<file path="src/rtl/return_stack_pkg.sv">
// Shared constants and the request decode for the tiny_cpu return-address stack.
package return_stack_pkg;

    localparam int unsigned ADDR_W    = 16;
    localparam int unsigned DEF_DEPTH = 8;

    typedef enum logic [1:0] {
        OpNone = 2'b00,
        OpPop  = 2'b01,
        OpPush = 2'b10,
        OpBoth = 2'b11
    } op_e;

    function automatic op_e decode_op(input logic push, input logic pop);
        return op_e'({push, pop});
    endfunction

endpackage

</file>
<file path="src/rtl/return_stack_mem.sv">
// DEPTH x N entry storage: one synchronous write port, one asynchronous read port.
module return_stack_mem #(
    parameter int unsigned N     = 16,
    parameter int unsigned DEPTH = 8,
    parameter int unsigned PTR_W = 3
) (
    input  logic             clk,
    input  logic             i_we,
    input  logic [PTR_W-1:0] i_waddr,
    input  logic [N-1:0]     i_wdata,
    input  logic [PTR_W-1:0] i_raddr,
    output logic [N-1:0]     o_rdata
);

    logic [N-1:0] r_mem [DEPTH];

    always_ff @(posedge clk) begin
        if (i_we) begin
            r_mem[i_waddr] <= i_wdata;
        end
    end

    assign o_rdata = r_mem[i_raddr];

endmodule

</file>
<file path="src/rtl/return_stack.sv">
// Circular LIFO of return addresses; pop_addr/pop_valid feed the program counter load path.
module return_stack
    import return_stack_pkg::*;
#(
    parameter int unsigned N     = ADDR_W,
    parameter int unsigned DEPTH = DEF_DEPTH,
    parameter int unsigned PTR_W = $clog2(DEPTH)
) (
    input  logic           clk,
    input  logic           reset,
    input  logic           push,
    input  logic [N-1:0]   push_addr,
    input  logic           pop,
    output logic [N-1:0]   pop_addr,
    output logic           pop_valid,
    output logic           empty,
    output logic           full,
    output logic [PTR_W:0] level,
    output logic           overflow,
    output logic           underflow,
    input  logic           clr_err
);

    localparam int unsigned LVL_W = PTR_W + 1;

    logic [PTR_W-1:0] r_tp;
    logic [LVL_W-1:0] r_level;
    logic [N-1:0]     r_pop_addr;
    logic             r_pop_valid;
    logic             r_overflow;
    logic             r_underflow;

    logic [PTR_W-1:0] w_tp_m1;
    logic [N-1:0]     w_top;
    logic             w_empty;
    logic             w_full;
    logic             w_we;
    logic [PTR_W-1:0] w_waddr;
    op_e              w_op;

    assign w_op    = decode_op(push, pop);
    assign w_tp_m1 = r_tp - PTR_W'(1);
    assign w_empty = (r_level == '0);
    assign w_full  = (r_level == LVL_W'(DEPTH));

    // Push+pop on a non-empty stack replaces the top in place; on empty it only forwards.
    assign w_we    = push && !(pop && w_empty);
    assign w_waddr = pop ? w_tp_m1 : r_tp;

    return_stack_mem #(
        .N     (N),
        .DEPTH (DEPTH),
        .PTR_W (PTR_W)
    ) u_mem (
        .clk     (clk),
        .i_we    (w_we),
        .i_waddr (w_waddr),
        .i_wdata (push_addr),
        .i_raddr (w_tp_m1),
        .o_rdata (w_top)
    );

    always_ff @(posedge clk or posedge reset) begin
        if (reset) begin
            r_tp        <= '0;
            r_level     <= '0;
            r_pop_addr  <= '0;
            r_pop_valid <= 1'b0;
            r_overflow  <= 1'b0;
            r_underflow <= 1'b0;
        end else begin
            // Cleared first so a same-cycle error below takes precedence.
            if (clr_err) begin
                r_overflow  <= 1'b0;
                r_underflow <= 1'b0;
            end
            r_pop_valid <= 1'b0;
            case (w_op)
                OpPush: begin
                    r_tp <= r_tp + PTR_W'(1);
                    if (w_full) begin
                        r_overflow <= 1'b1;
                    end else begin
                        r_level <= r_level + LVL_W'(1);
                    end
                end
                OpPop: begin
                    if (w_empty) begin
                        r_underflow <= 1'b1;
                    end else begin
                        r_pop_addr  <= w_top;
                        r_pop_valid <= 1'b1;
                        r_tp        <= w_tp_m1;
                        r_level     <= r_level - LVL_W'(1);
                    end
                end
                OpBoth: begin
                    r_pop_addr  <= w_empty ? push_addr : w_top;
                    r_pop_valid <= 1'b1;
                end
                default: begin
                end
            endcase
        end
    end

    assign pop_addr  = r_pop_addr;
    assign pop_valid = r_pop_valid;
    assign empty     = w_empty;
    assign full      = w_full;
    assign level     = r_level;
    assign overflow  = r_overflow;
    assign underflow = r_underflow;

endmodule
</file>
<file path="config.mk">
export PLATFORM = sky130hd
export DESIGN_NAME = return_stack
export DESIGN_NICKNAME = d
export VERILOG_FILES = /design/src/rtl/return_stack_pkg.sv /design/src/rtl/return_stack_mem.sv /design/src/rtl/return_stack.sv
export SDC_FILE = /design/constraint.sdc
export NUM_CORES = 1
export LEC_CHECK = 0
export CAP_MARGIN = 30
export CORE_MARGIN = 4
export CORE_UTILIZATION = 52
export DETAILED_ROUTE_END_ITERATION = 10
export GPL_ROUTABILITY_DRIVEN = 0
export PLACE_DENSITY = 0.87
export SLEW_MARGIN = 20
export SYNTH_ARGS = -nofsm -noshare
export SYNTH_HDL_FRONTEND = slang
export SYNTH_SLANG_ARGS = --single-unit
export TNS_END_PERCENT = 50
</file>
<file path="constraint.sdc">
create_clock -name clk -period 2.9 [get_ports clk]
set_input_delay 0.87 -clock clk [delete_from_list [all_inputs] [get_ports clk]]
set_output_delay 0.87 -clock clk [all_outputs]
set_load 0.01 [all_outputs]
</file>
==> flow_summary_export.csv <==
group,metric,value,unit
status,status,"complete, no violations",
sta,setup_violations,0,
global_route,grt_usage,21.7,%
worst_hold_path,holdCritStartpoint,"overflow$_DFF_PP0_",
global_route,met3_usage,6.35,%
setup_path,cp_cell_sequence,"buf_4, nor3_1, nand2_1, inv_1, clkdlybuf4s50_1",
sta,min_period,2.80,ns
synth,synth.distinct_cells,44,
global_route,overflow,0,
sta,setup_slack,0.0955,ns
clocking,cts-root-buf,"clkbuf_16",
global_route,grt_use_met2,35.7,%
floorplan,start_util,53.7,%
floorplan,die_height,117,um
setup_path,cpMaxStageDelayCell,"clkdlybuf4s50_1",
detailed_routing,drt-total-wl,14100,um
global_route,use_met1,26.3,%
synth,synth-seq-cells,154,
cells_and_area,area_growth,21.0,%
global_route,grt_pass1_wl,22000,um
floorplan,io-pin-count,46,
setup_path,crit_required,2.03,ns
sta,hold_violations,0,
global_route,grt_max_degree,33,
clocking,ctsHoldBuffers,0,
setup_path,startpoint,"level[0]$_DFFE_PP0P_",
floorplan,dieArea,13800,sq um
clocking,tritoncts,"built",
sta,finalClockSkew,0.0114,ns
clocking,htreeDepth,4,
sta,slew_violations,0,
detailed_routing,vias_per_cell,6.34,
detailed_routing,drtIter0Drc,405,
detailed_routing,ant_nets,0,
setup_path,worstPathMaxFanout,7,
setup_path,reg2reg_from,"r_tp[1]$_DFFE_PP0P_",
global_route,grt_pass1_vias,3718,
cells_and_area,drive_above_1_share,21.6,%
floorplan,rows,39,
detailed_routing,wl_per_cell,25.9,um
synth,syn-num-nets,343,
clocking,cts_sinks,154,
placement,io_buffers,45,
placement,hpwl,8060,um
sta,worstMarginPinSlew,0.824,ns
placement,place_worst_setup_slack,0.0567,ns
synth,synth-main-ff-cell,"edfxtp_1",
setup_path,crit_type,"flop to output pin",
clocking,path_clk_slew,0.06,ns
sta,rsz0062_at_grt,"false",
setup_path,slowest_delay,0.54,ns
clocking,numCtsBuffers,17,
worst_hold_path,hp-class,"flop to flop",
sta,final.period_utilization,96.7,%
floorplan,die_x,117,um
detailed_routing,num_vias,3459,
global_route,grt_antenna_before_repair,0,
synth,synth_edf_count,128,
cells_and_area,antennaDiodeCount,0,
pwr,ir_drop,0.587,mV
synth,syn_area,6210,sq um
pwr,p_per_area,1160,nW/um^2
floorplan,core_area,11600,sq um
synth,synthesis.instances,319,
synth,avgSynthCellArea,19.5,sq um
pwr,leakage,0.00265,uW
detailed_routing,drc,0,
run,cap_violations,0,
cells_and_area,fin_nets,414,
sta,slew_headroom,45.1,%
cells_and_area,fin_util,65.0,%
global_route,grt-busiest-layer,"met2",
synth,async_flop_share,16.9,%
setup_path,arrival,1.93,ns
clocking,clockBufferDepth,2,
sta,clock.fmax,357,MHz
setup_path,cp-end-kind,"output pin",
setup_path,start_kind,"flop",
clocking,clk_latency,0.43,ns
synth,ys_seq_area_share,72.3,%
detailed_routing,dr.pass1.iters,5,
synth,ys_warn_count,0,
sta,fin_setup_tns,0,ns
-- metal layers --
metal	vias to the layer above	wire (um)	share of wire, %
met5	-	0	0
met4	0	421	3.0
met3	40	1220	8.7
met2	211	7360	52
met1	1767	5120	36
li1	1441	-	-
-- cell type report --
| class | count | area (sq um) |
|---|---|---|
| Sequential cell | 154 | 4500 |
| Fill cell | 731 | 4050 |
| Multi-Input combinational cell | 139 | 1540 |
| Timing Repair Buffer | 70 | 653 |
| Clock buffer | 22 | 454 |
| Tap cell | 143 | 179 |
| Clock inverter | 10 | 165 |
| Inverter | 8 | 30.0 |
-- report_power, final --
part	internal [uW]	leakage (uW)	switching, uW
Sequential	2870	0.00148	227
Combinational	1650	0.000880	1660
Clock	1470	0.000291	855
Total	5990	0.00265	2740
-- worst max-delay path: cells and delay by family, from the launching register on --
| kind | cells | cell delay [ns] |
|---|---|---|
| buffers and inverters | 3 | 0.81 |
| flip-flops | 1 | 0.42 |
| AND/OR/NAND/NOR | 2 | 0.28 |
-- cell families (layout without fill, tap and decap cells) --
logic type | after synthesis | in the layout | share of synthesized area (%)
DFF | 154 | 154 | 72.3
muxes | 51 | 51 | 15.1
AOI/OAI and AO/OA | 48 | 48 | 5.34
and+or+nand+nor | 30 | 30 | 2.38
buffers and inverters | 26 | 110 | 3.12
xor gates and xnor gates | 7 | 7 | 1.11
adders and majority gates | 3 | 3 | 0.604
-- synthesized netlist by cell type, types with 2 or more instances --
cell        n  area share [%]
xnor2_1     5            0.70
o22ai_1     3            0.30
mux4_2     25             9.1
buf_4       3            0.36
nand2_1     6            0.36
clkbuf_1    3            0.18
edfxtp_1  128              62
nor2b_1     2            0.20
nor2_1     12            0.73
o21ai_1     7            0.56
a22oi_1    17             2.1
inv_1       7            0.42
a21oi_1     2            0.16
nor3b_1     2            0.24
dfrtp_1    26              10
o21ai_0    11            0.89
mux2i_1    18             2.9
mux4_1      7             3.0
ha_1        3            0.60
a31oi_1     2            0.20
buf_6       6             1.1
nand2b_1    2            0.20
-- flip-flops by register name (all words and copies together) (netlist names) --
signal / cells
pop_addr: 16
level: 4
underflow: 1
u_mem.r_mem: 128
overflow: 1
r_tp: 3
pop_valid: 1
-- metrics by stage --
| step | cell area [sq um] | hold slack [ns] | instances | power, uW |
|---|---|---|---|---|
| 6_report | 7510 | 0.525 | 546 | 8730 |
| 3_5_place_dp | 6870 | 0.514 | 511 | 6330 |
| 2_1_floorplan | 6210 | 0.551 | 319 | 5340 |
| 5_1_grt | 7510 | 0.566 | 546 | 9120 |
| 4_1_cts | 7510 | 0.529 | 546 | 8780 |
| 3_3_place_gp | 6870 | 0.511 | 511 | 6170 |
-- repair_timing --
item	in CTS	in global routing
setup buffers	3	0
gates resized for setup	3	1
pin swaps	0	0
setup endpoints to repair	1	1
-- path summary, 6_finish.rpt --
path / slack, ns / endpoint / cells past startpoint
max in group asynchronous: 1.79 / level[2]$_DFFE_PP0P_ / 3
min reg2reg: 0.52 / overflow$_DFF_PP0_ / 2
min: 0.52 / overflow$_DFF_PP0_ / 2
max: 0.1 / full / 5
max reg2reg: 0.34 / u_mem.r_mem[3][4]$_DFFE_PP_ / 6
min in group asynchronous: 0.82 / level[0]$_DFFE_PP0P_ / 3
-- placed cells by master, fill, tap and decap left out, types with 2 or more instances in the layout --
master and count:
xnor2_1 5, dfrtp_1 23, a31oi_1 2, o21ai_1 7
edfxtp_1 128, a22oi_1 17, mux4_2 25, o22ai_1 3
inv_6 2, nor2_1 12, clkbuf_1 4, nor3b_1 2
ha_1 3, buf_4 24, dfrtp_2 3, clkdlybuf4s50_1 44
nand2_1 6, inv_1 7, nand2b_1 2, bufinv_16 4
mux4_1 7, clkbuf_16 17, clkinvlp_4 3, a21oi_1 2
nor2b_1 2, mux2i_1 18, o21ai_0 11
Note: power is estimated with default switching activity, not from simulation.
